`config.mk`:
```
export PLATFORM = sky130hd
export DESIGN_NAME = pipe_stage_skid
export DESIGN_NICKNAME = d
export VERILOG_FILES = /design/src/rtl/pipe_pkg.sv /design/src/rtl/pipe_slot.sv /design/src/rtl/pipe_stage_skid.sv
export SDC_FILE = /design/constraint.sdc
export NUM_CORES = 1
export LEC_CHECK = 0
export ABC_CLOCK_PERIOD_IN_PS = 2200
export BUFFER_PORTS_ARGS = -buffer_cell sky130_fd_sc_hd__buf_2
export CAP_MARGIN = 5
export CORE_MARGIN = 2
export CORE_UTILIZATION = 54
export DETAILED_ROUTE_END_ITERATION = 10
export GPL_TIMING_DRIVEN = 0
export PLACE_DENSITY = 0.8
export SYNTH_ARGS = -nofsm -noshare
export SYNTH_HDL_FRONTEND = slang
export SYNTH_SLANG_ARGS = --single-unit
```
`constraint.sdc`:
```
create_clock -name clk -period 2.2 [get_ports clk]
set_clock_uncertainty 0.1 [all_clocks]
set_input_delay 0.55 -clock clk [delete_from_list [all_inputs] [get_ports clk]]
set_output_delay 0.55 -clock clk [all_outputs]
set_load 0.03 [all_outputs]
```
`src/rtl/pipe_pkg.sv`:
```
// pipe_pkg: shared defaults and state encoding for the skid-buffered pipeline stage.
//   DEF_WIDTH : default payload width
//   NOP       : bubble value (MIPS NOP, all-zero)
//   state_e   : occupancy encoded as {skid_valid, main_valid}
package pipe_pkg;
    localparam int unsigned DEF_WIDTH = 32;
    localparam logic [DEF_WIDTH-1:0] NOP = '0;
    typedef enum logic [1:0] {
        EMPTY = 2'b00,
        ONE   = 2'b01,
        FULL  = 2'b11
    } state_e;
endpackage

```
`src/rtl/pipe_slot.sv`:
```
// pipe_slot: one payload register with valid bit.
//   clk_i, rst_ni : clock, asynchronous active-low reset
//   ld_i          : load d_i and mark valid
//   clr_i         : invalidate (wins over ld_i)
//   v_o, q_o      : valid bit and held payload
module pipe_slot #(
    parameter int WIDTH = 32
) (
    input  logic             clk_i,
    input  logic             rst_ni,
    input  logic             ld_i,
    input  logic             clr_i,
    input  logic [WIDTH-1:0] d_i,
    output logic             v_o,
    output logic [WIDTH-1:0] q_o
);
    logic             v_q, v_d;
    logic [WIDTH-1:0] data_q, data_d;

    always_comb begin
        v_d    = clr_i ? 1'b0 : ld_i ? 1'b1 : v_q;
        data_d = (ld_i && !clr_i) ? d_i : data_q;
    end

    always_ff @(posedge clk_i or negedge rst_ni) begin
        if (!rst_ni) begin
            v_q    <= 1'b0;
            data_q <= '0;
        end else begin
            v_q    <= v_d;
            data_q <= data_d;
        end
    end

    assign v_o = v_q;
    assign q_o = data_q;
endmodule

```
`src/rtl/pipe_stage_skid.sv`:
```
// pipe_stage_skid: two-slot skid-buffered pipeline stage with flush and stall counter.
//   clk, rst (async active-low), flush (sync squash)
//   in_valid/in_ready/in_data    : upstream handshake
//   out_valid/out_ready/out_data : downstream handshake, out_data=BUBBLE when idle
//   stall_cnt                    : saturating count of back-pressured cycles
module pipe_stage_skid
    import pipe_pkg::*;
#(
    parameter int               WIDTH  = DEF_WIDTH,
    parameter logic [WIDTH-1:0] BUBBLE = WIDTH'(NOP),
    parameter int               CNT_W  = 16
) (
    input  logic             clk,
    input  logic             rst,
    input  logic             flush,
    input  logic             in_valid,
    output logic             in_ready,
    input  logic [WIDTH-1:0] in_data,
    output logic             out_valid,
    input  logic             out_ready,
    output logic [WIDTH-1:0] out_data,
    output logic [CNT_W-1:0] stall_cnt
);
    logic             main_v, skid_v;
    logic [WIDTH-1:0] main_q, skid_q, main_d;
    logic             main_ld, main_clr, skid_ld, skid_clr;
    logic             accept, drain;
    logic [CNT_W-1:0] cnt_q, cnt_d;
    state_e           state;

    // Occupancy is implied by the two valid bits; no separate state register.
    assign state = state_e'({skid_v, main_v});

    // in_ready depends only on a flop, so out_ready never reaches it combinationally.
    assign in_ready = ~skid_v;
    assign accept   = in_valid & in_ready & ~flush;
    assign drain    = main_v & out_ready;

    always_comb begin
        main_d   = (state == FULL) ? skid_q : in_data;
        main_ld  = (state == EMPTY) ? accept :
                   (state == ONE)   ? (accept & drain) :
                                      ((state == FULL) & drain);
        main_clr = flush | ((state == ONE) & drain & ~accept);
        skid_ld  = (state == ONE) & accept & ~drain;
        skid_clr = flush | ((state == FULL) & drain);
        cnt_d    = (main_v && !out_ready && !(&cnt_q)) ? cnt_q + 1'b1 : cnt_q;
    end

    pipe_slot #(.WIDTH(WIDTH)) u_main (
        .clk_i (clk),
        .rst_ni(rst),
        .ld_i  (main_ld),
        .clr_i (main_clr),
        .d_i   (main_d),
        .v_o   (main_v),
        .q_o   (main_q)
    );

    pipe_slot #(.WIDTH(WIDTH)) u_skid (
        .clk_i (clk),
        .rst_ni(rst),
        .ld_i  (skid_ld),
        .clr_i (skid_clr),
        .d_i   (in_data),
        .v_o   (skid_v),
        .q_o   (skid_q)
    );

    // Counter is deliberately untouched by flush.
    always_ff @(posedge clk or negedge rst) begin
        if (!rst) cnt_q <= '0;
        else      cnt_q <= cnt_d;
    end

    assign out_valid = main_v;
    assign out_data  = main_v ? main_q : BUBBLE;
    assign stall_cnt = cnt_q;
endmodule

```
==> impl_metrics.tcl <==
set metrics [dict create \
    status "finished clean" \
    slew-limit-headroom_pct 64.9 \
    period_needed_ns 2.11 \
    area_growth_pct 19.9 \
    cts_setup_buffers 0 \
    fin_cells 524 \
    synth_nets 363 \
    start_kind "flip-flop" \
    first_pass_iters 4 \
    core_area_um2 6830 \
    timing.fmax_mhz 474 \
    powerDensity_nw_per_um2 847 \
    rows 30 \
    met3_usage_pct 4.05 \
    use_met2_pct 36.3 \
    antenna_found_initial 0 \
    synth_most_common_cell "dfrtp_1" \
    cts_sinks 82 \
    grt-busiest-layer "met2" \
    hold_ws_ns 0.0823 \
    grt_max_degree 44 \
    synth_warnings 0 \
    die_h_um 88.1 \
    required_ns 1.55 \
    cp_slowest_cell "dfrtp_1" \
    cp.arrival_ns 1.46 \
    synth_common_cells "dfrtp_1 (82), nor2_1 (35), a21oi_1 (34), mux2_2 (34), mux2i_1 (33)" \
    crit_type "flip-flop to output port" \
    syn_area_per_cell_um2 11.8 \
    diodes 0 \
    synth.distinct_cells 36 \
    cap_violations 0 \
    worst_hold_path_type "primary input to async pin" \
    p_leak_nw 2.42 \
    drt_iter0_markers 92 \
    synth_flop_cell "dfrtp_1" \
    wl_um 7590 \
    final_nets 461 \
    endpoint_kind "output port" \
    yosys.area.top_type "dfrtp_1" \
    rsz0062_at_grt "false" \
    slew_viol_final 0 \
    clockBufferDepth 2 \
    portBuffers 86 \
    synthArstFlopShare_pct 100 \
    r2r_slack_ns 0.23 \
    die-area_um2 7760 \
    crit_path_max_incr_delay_ns 0.39 \
    r2r-start "stall_cnt[0]" \
    die_w_um 88.1 \
    min_period_over_period_pct 95.8 \
    synth_top_area_share_pct 53.7 \
    ir_worst_vdd_mv 0.747 \
    grt_pass1_vias 2776 \
    clk_pin_slew_worst_paths_ns 0.08 \
    grt_remaining_overflow 0 \
    synth.area.top_cells "dfrtp_1 (54%), mux2_2 (10%), mux2i_1 (8.6%), and2_1 (5.2%), a21oi_1 (4.5%)" \
    worst_pin_slew_ns 0.527 \
    numCtsBuffers 9 \
    gp_congestion 0.783 \
    hold_viol_final 0 \
    pin_count 87 \
    crit_fanout 10 \
    synth-edff-count 0 \
    initial_utilization_pct 55.9 \
    met1_usage_pct 28.4 \
    fin_util_pct 67.1 \
    via_per_inst 5.18 \
    syn-instance-count 325 \
    cts_max_level 3 \
    grt_pass1_wl_um 12900 \
    setup-violations-final 0 \
    seq_area_frac_synth_pct 53.7 \
    clkLatencyLatePin_ns 0.34 \
    critPathLaunch "u_main.v_o" \
    dr_total_vias 2714 \
    dp.cells 508 \
    netlist_area_um2 3820 \
    ys_ff_latch 82 \
    drc 0 \
    cts_tree "built" \
    wl_per_cell_um 14.5 \
    path_cells "buf_4 -> clkbuf_4 -> and2_1 -> buf_2" \
    clock-root-buffer "clkbuf_8" \
    dp_hpwl_um 5430 \
    drive_above_1_share_pct 38.6 \
    track_usage_pct 21.5 \
    final_antenna_net_count 0 \
]
-- worst max-delay path, delay by kind of cell, from the launching register on --
family | cells | cell delay [ns]
flops | 1 | 0.39
buf+inv | 3 | 0.59
simple gates | 1 | 0.15
-- report_power, final --
| group | leakage, nW | switching, mW | total (mW) | internal, mW |
|---|---|---|---|---|
| Sequential | 0.982 | 0.200 | 2.03 | 1.83 |
| Clock | 0.0851 | 0.516 | 0.952 | 0.435 |
| Combinational | 1.35 | 0.515 | 0.902 | 0.387 |
| Total | 2.42 | 1.23 | 3.88 | 2.65 |
-- placed cells by master (no fill, tap or decap), types with 2 or more instances in the layout --
cell type   instances
o21ai_0             2
buf_4               5
buf_2              95
nand2_1             7
nor3_1              3
nand3_1             6
clkbuf_8           10
nor3_2              3
dfrtp_1            82
o21a_1              2
nor2_1             35
nand4_1             2
mux2i_1            33
a21oi_1            34
nor4_1              3
clkinvlp_4          2
clkbuf_4            2
mux2_2             34
inv_1               3
clkinv_2            3
nand4_4             2
and2_1             32
xor2_1              9
-- metrics by stage --
stage / total power, mW / setup slack, ns / setup TNS (ns) / cell area (µm²)
global route: 4.11 / 0.00317 / 0 / 4580
detailed placement: 2.97 / -0.0850 / -2.31 / 4390
floorplan: 2.66 / 0.182 / 0 / 3820
global placement: 2.90 / -0.153 / -13.92 / 4370
finish: 3.88 / 0.0920 / 0 / 4580
CTS: 3.93 / 0.0317 / 0 / 4570
-- sequential cells by signal, summed over array words and instances, names as in the netlist --
| name | flops |
|---|---|
| u_skid.q_o | 32 |
| u_skid.v_o | 1 |
| u_main.v_o | 1 |
| u_main.q_o | 32 |
| stall_cnt | 16 |
-- metal layers --
layer	vias to the layer above	routed length, µm
met3	6	297
met5	-	0
met1	1331	3470
li1	1321	-
met2	56	3760
met4	0	62
-- worst paths after layout --
check	end	cells after the start
worst max-delay path	out_data[18]	4
worst min-delay path	stall_cnt[13]	1
worst max register to register	stall_cnt[1]	5
worst min register to register	u_skid.q_o[6]	1
max in group asynchronous	u_skid.q_o[12]	2
min in group clk	u_skid.v_o	2
-- logic make-up after synthesis --
kind of cell / Yosys count / share of synthesized area [%]
AO/OA/AOI/OAI: 41 / 6.26
AND/OR/NAND/NOR: 103 / 15.7
XOR/XNOR: 10 / 2.29
flip-flops: 82 / 53.7
multiplexers: 68 / 19.0
adder cells (fa/ha/maj): 1 / 0.327
buffers and inverters: 20 / 2.78
-- repair_timing --
action / 4_1_cts / 5_1_grt
cloned: 0 / 0
hold buffers: 0 / 0
endpoints found under the hold margin: 0 / 0
resized for setup: 5 / 4
setup endpoints to repair: 30 / 16
-- layout make-up --
| cell class | count | area [µm²] |
|---|---|---|
| buffer | 17 | 106 |
| clock buffer | 11 | 141 |
| clock inverter | 5 | 30.0 |
| fill | 584 | 2250 |
| inverter | 3 | 11.3 |
| multi-input combinational | 223 | 1670 |
| sequential | 82 | 2050 |
| tap | 96 | 120 |
| timing repair buffer | 87 | 453 |
Note: power is estimated with default switching activity, not from simulation.
